### config.mk
export PLATFORM = sky130hd
export DESIGN_NAME = arb4x32
export DESIGN_NICKNAME = d
export VERILOG_FILES = /design/src/rtl/arb4x32_pkg.sv /design/src/rtl/arb4x32_mux.sv /design/src/rtl/arb4x32.sv
export SDC_FILE = /design/constraint.sdc
export NUM_CORES = 1
export LEC_CHECK = 0
export ABC_AREA = 1
export CAP_MARGIN = 15
export CORE_ASPECT_RATIO = 1.25
export CORE_MARGIN = 4
export CORE_UTILIZATION = 39
export DETAILED_ROUTE_END_ITERATION = 7
export PLACE_DENSITY = 0.87
export SETUP_SLACK_MARGIN = 0.5
export SYNTH_ARGS = -nofsm -noshare
export SYNTH_HDL_FRONTEND = slang
export SYNTH_HIERARCHICAL = 1
export SYNTH_SLANG_ARGS = --single-unit
### constraint.sdc
create_clock -name clk -period 4.1 [get_ports clk]
set_clock_uncertainty 0.1 [all_clocks]
set_input_delay 1.23 -clock clk [delete_from_list [all_inputs] [get_ports clk]]
set_output_delay 1.23 -clock clk [all_outputs]
set_load 0.02 [all_outputs]
### src/rtl/arb4x32_pkg.sv
// Shared widths and mux select encodings for the arb4x32 arbiter slice.
package arb4x32_pkg;
  localparam int NCH  = 4;
  localparam int DW   = 32;
  localparam int SELW = 2;

  typedef enum logic [SELW-1:0] {
    SEL_A0 = 2'b00,
    SEL_A1 = 2'b01,
    SEL_A2 = 2'b10,
    SEL_A3 = 2'b11
  } sel_e;
endpackage

### src/rtl/arb4x32_mux.sv
// mux4x32: four-input 32-bit datapath mux, select s picks a0..a3.
module mux4x32
  import arb4x32_pkg::*;
(
  input  logic [DW-1:0]   a0,
  input  logic [DW-1:0]   a1,
  input  logic [DW-1:0]   a2,
  input  logic [DW-1:0]   a3,
  input  logic [SELW-1:0] s,
  output logic [DW-1:0]   y
);
  always_comb begin
    y = a0;
    unique case (sel_e'(s))
      SEL_A1:  y = a1;
      SEL_A2:  y = a2;
      SEL_A3:  y = a3;
      default: y = a0;
    endcase
  end
endmodule

### src/rtl/arb4x32.sv
// arb4x32: 4-channel round-robin arbiter feeding mux4x32 into a registered output stage.
// Define ARB4X32_LOCK_EN to add the per-channel `last` port and burst lock.
module arb4x32
  import arb4x32_pkg::*;
(
  input  logic            clk,
  input  logic            rst,
  input  logic [DW-1:0]   a0,
  input  logic [DW-1:0]   a1,
  input  logic [DW-1:0]   a2,
  input  logic [DW-1:0]   a3,
  input  logic [NCH-1:0]  v,
  output logic [NCH-1:0]  r,
  output logic [SELW-1:0] s,
  output logic [DW-1:0]   y,
  output logic            yv,
  input  logic            yr
`ifdef ARB4X32_LOCK_EN
  ,
  input  logic [NCH-1:0]  last
`endif
);

  // Returns {found, index}; scanning downward lets the nearest offset from start win.
  function automatic logic [SELW:0] rr_scan(input logic [NCH-1:0] req,
                                            input logic [SELW-1:0] start);
    logic [SELW-1:0] idx;
    rr_scan = {1'b0, start};
    for (int k = NCH - 1; k >= 0; k--) begin
      idx = start + SELW'(k);
      if (req[idx]) rr_scan = {1'b1, idx};
    end
  endfunction

  logic [SELW-1:0] ptr_q, ptr_d;
  logic [DW-1:0]   y_q, y_d;
  logic            yv_q, yv_d;
  logic [DW-1:0]   mux_y;
  logic [SELW:0]   scan;
  logic [SELW-1:0] gnt;
  logic            gnt_vld;
  logic            acc;
  logic            xfer;
`ifdef ARB4X32_LOCK_EN
  logic            locked_q, locked_d;
  logic [SELW-1:0] lch_q, lch_d;
`endif

  always_comb begin
    scan    = rr_scan(v, ptr_q);
    gnt     = scan[SELW-1:0];
    gnt_vld = scan[SELW];
`ifdef ARB4X32_LOCK_EN
    if (locked_q) begin
      gnt     = lch_q;
      gnt_vld = v[lch_q];
    end
`endif
    acc  = !yv_q || yr;
    xfer = !rst && acc && gnt_vld;
    r    = xfer ? (NCH'(1) << gnt) : '0;
    s    = gnt;
  end

  mux4x32 u_mux (
    .a0 (a0),
    .a1 (a1),
    .a2 (a2),
    .a3 (a3),
    .s  (s),
    .y  (mux_y)
  );

  always_comb begin
    y_d   = y_q;
    yv_d  = yv_q;
    ptr_d = ptr_q;
`ifdef ARB4X32_LOCK_EN
    locked_d = locked_q;
    lch_d    = lch_q;
`endif
    if (xfer) begin
      y_d   = mux_y;
      yv_d  = 1'b1;
      ptr_d = gnt + SELW'(1);
`ifdef ARB4X32_LOCK_EN
      // Mid-burst beats pin the grant and freeze the round-robin pointer.
      if (!last[gnt]) begin
        locked_d = 1'b1;
        lch_d    = gnt;
        ptr_d    = ptr_q;
      end else begin
        locked_d = 1'b0;
      end
`endif
    end else if (yr) begin
      yv_d = 1'b0;
    end
  end

  always_ff @(posedge clk) begin
    if (rst) begin
      y_q      <= '0;
      yv_q     <= 1'b0;
      ptr_q    <= '0;
`ifdef ARB4X32_LOCK_EN
      locked_q <= 1'b0;
      lch_q    <= '0;
`endif
    end else begin
      y_q      <= y_d;
      yv_q     <= yv_d;
      ptr_q    <= ptr_d;
`ifdef ARB4X32_LOCK_EN
      locked_q <= locked_d;
      lch_q    <= lch_d;
`endif
    end
  end

  assign y  = y_q;
  assign yv = yv_q;

endmodule

==> results_dict.tcl <==
set metrics [dict create \
    num_antenna_cells 0 \
    first_global_vias 3484 \
    synth_seq_area_share_pct 26.9 \
    cts_root_buffer "clkbuf_8" \
    setup.worst_path.class "primary input to primary output" \
    ioPinCount 174 \
    grt_use_total_pct 25.8 \
    area_delta_synth_final_pct 82.5 \
    antenna_found_initial 0 \
    critical_path_required_ns 2.77 \
    syn-instance-count 408 \
    clock_insertion_delay_worst_skew_ns 0.28 \
    critical_path.max_fanout 5 \
    worst_slew_margin_rel_pct 51.3 \
    route.final.wire_length_um 11100 \
    hold-worst-slack_ns 0.363 \
    cts.path.max_buffers 2 \
    hold_path_class "flip-flop to flip-flop" \
    kind_of_end_point_of_the_critical_path "primary output" \
    cts_num_sinks 35 \
    chipHeight_um 99.3 \
    route.antenna.remaining_nets 0 \
    fin_crit_sh_pct 91.1 \
    mostFrequentLayoutCell "clkdlybuf4s50_1" \
    post-dp-hpwl_um 7440 \
    initial_core_util_pct 39.9 \
    maximum_number_of_pins_on_one_net_before_global_route_repair 67 \
    post_synth_xor_area_fraction_pct 0 \
    drive_above_1_share_pct 19.0 \
    count_of_hold_buffers_inserted_by_post_cts_repair 0 \
    cts-buffers-inserted 5 \
    dieArea_um2 8050 \
    post-route-min-period_ns 3.73 \
    timing.final.setup_violations 0 \
    synth_area_per_cell_um2 6.38 \
    max-vdd-ir-drop_uv 749 \
    cts-htree-levels 2 \
    report.final.hold_viol_count 0 \
    yosys_register_bits 35 \
    detail_route.first_pass.iterations 4 \
    tritoncts "built" \
    totalPowerFinal_uw 3680 \
    cts.clk_slew.worst_paths_ns 0.07 \
    max_freq_mhz 268 \
    max_slew.worst_pin.slew_ns 0.730 \
    row_count 33 \
    drc 0 \
    critical_path_arrival_ns 2.40 \
    netlist_area_um2 2600 \
    rsz0062_at_grt "true" \
    power.density_nw_per_um2 775 \
    io_buffer_count 173 \
    final.setup.tns_ns 0 \
    post_synth_num_cell_types 22 \
    die_x_um 81.0 \
    route.vias.total 3572 \
    filler_cell_count 518 \
    place.gp.congestion 0.842 \
    postSynthNetCount 543 \
    fp.coreArea_um2 6520 \
    outcome "complete, no violations" \
    cellLeakagePower_uw 0.00205 \
    final_max_slew_viol_count 0 \
    most-common-layout-cells "clkdlybuf4s50_1 (162), nand3_1 (120), nand2_1 (115), dfxtp_1 (35), nand4_1 (33)" \
    post_drt_via_cell_ratio 5.32 \
    final_cells 672 \
    area_fraction_in_compound_gates_after_synthesis_pct 0.481 \
    num-nets-final 719 \
    start_kind "primary input" \
    yosysWarnings 6 \
    basic_gate_share_of_the_synthesized_area_counting_and_or_nand_and_nor_cells_pct 58.0 \
    synth_top_family_by_area "simple AND/OR/NAND/NOR gates" \
    yosys.area_share.adder_pct 0 \
    synthMuxAreaShare_pct 0 \
    grt_first_pass_wirelength_um 16400 \
    timing.max_cap.violations 0 \
    dp_cells 646 \
    residual_overflow_from_global_routing 0 \
    detail_route.wl_per_cell_um 16.5 \
    detailedRoute.firstIterationViolations 215 \
]
[cell usage after synthesis]
cell type  instances  area [um^2]
nand2_4            1         11.3
buf_2              9         45.0
clkinv_1           1         3.75
buf_12             1         20.0
o21ai_0            1         5.00
o31ai_1            1         7.51
buf_6              7         78.8
inv_1             15         56.3
dfxtp_1           35          701
nand2_1          139          522
nor2_1             5         18.8
inv_6              1         8.76
inv_2              3         11.3
inv_4              1         6.26
nand4_1           33          206
nor2_2             1         6.26
nand3_1          126          631
nand2_2            2         12.5
buf_8              5         75.1
buf_4              9         67.6
clkbuf_1           2         7.51
nand3_2           10          100
[worst max-delay path: stages]
cell and delay [ns]:
buf_6 0.10, inv_4 0.06, nand2_4 0.05, nand3_4 0.12, buf_4 0.12, nand2_1 0.06
nand2_1 0.08, nand2_2 0.07, nand2_4 0.11, nand4_1 0.17, inv_1 0.11, buf_6 0.12
[power by group]
group | switching, uW | internal, uW | total, uW
clock network | 119 | 153 | 272
registers | 95.3 | 472 | 568
logic | 1760 | 1080 | 2840
[final cells by class]
class                           count  area, um^2  area share (%)
Timing Repair Buffer              202        1980            41.7
Clock buffer                        8         100            2.11
Inverter                           21        96.3            2.03
Tap cell                           87         109            2.29
Sequential cell                    35         701            14.8
Multi-Input combinational cell    319        1760            37.1
[flip-flops by register name, indices dropped and copies added (netlist names)]
register / flops
ptr_q: 2
y: 32
yv: 1
[per-layer routing]
layer / GRT usage, % / vias up / wire length [um]
li1: - / 1737 / -
met1: 28.0 / 1638 / 3870
met2: 47.4 / 160 / 5880
met3: 5.16 / 37 / 786
met4: 10.8 / 0 / 525
met5: 0 / - / 0
[logic make-up (layout without fill, tap and decap cells)]
logic type / Yosys count / count (layout)
AND/OR/NAND/NOR: 317 / 317
flip-flops: 35 / 35
AO/OA/AOI/OAI: 2 / 2
buffers and inverters: 54 / 231
[stage by stage]
stage | setup slack (ns) | cell area, um^2 | util, %
floorplan | 0.531 | 2610 | -
global placement | -0.363 | 4250 | 65.2
detailed placement | -0.484 | 4250 | 65.2
CTS | 0.424 | 4520 | 69.2
global route | 0.269 | 4750 | 72.8
finish | 0.366 | 4750 | 72.8
[worst paths after layout]
kind / start / endpoint / slack [ns] / cells after the start
setup / recovery: v[1] / r[2] / 0.37 / 12
hold / removal: y[8] / y[8] / 0.36 / 2
setup reg to reg: ptr_q[0] / ptr_q[0] / 0.53 / 24
hold reg to reg: y[8] / y[8] / 0.36 / 2
[what timing repair did]
item	4_1_cts	5_1_grt
gates resized for setup	70	60
endpoints found under the setup margin	38	39
buffers inserted	16	2
pin swaps	16	20
No activity file was read; power rests on OpenSTA's default activity.
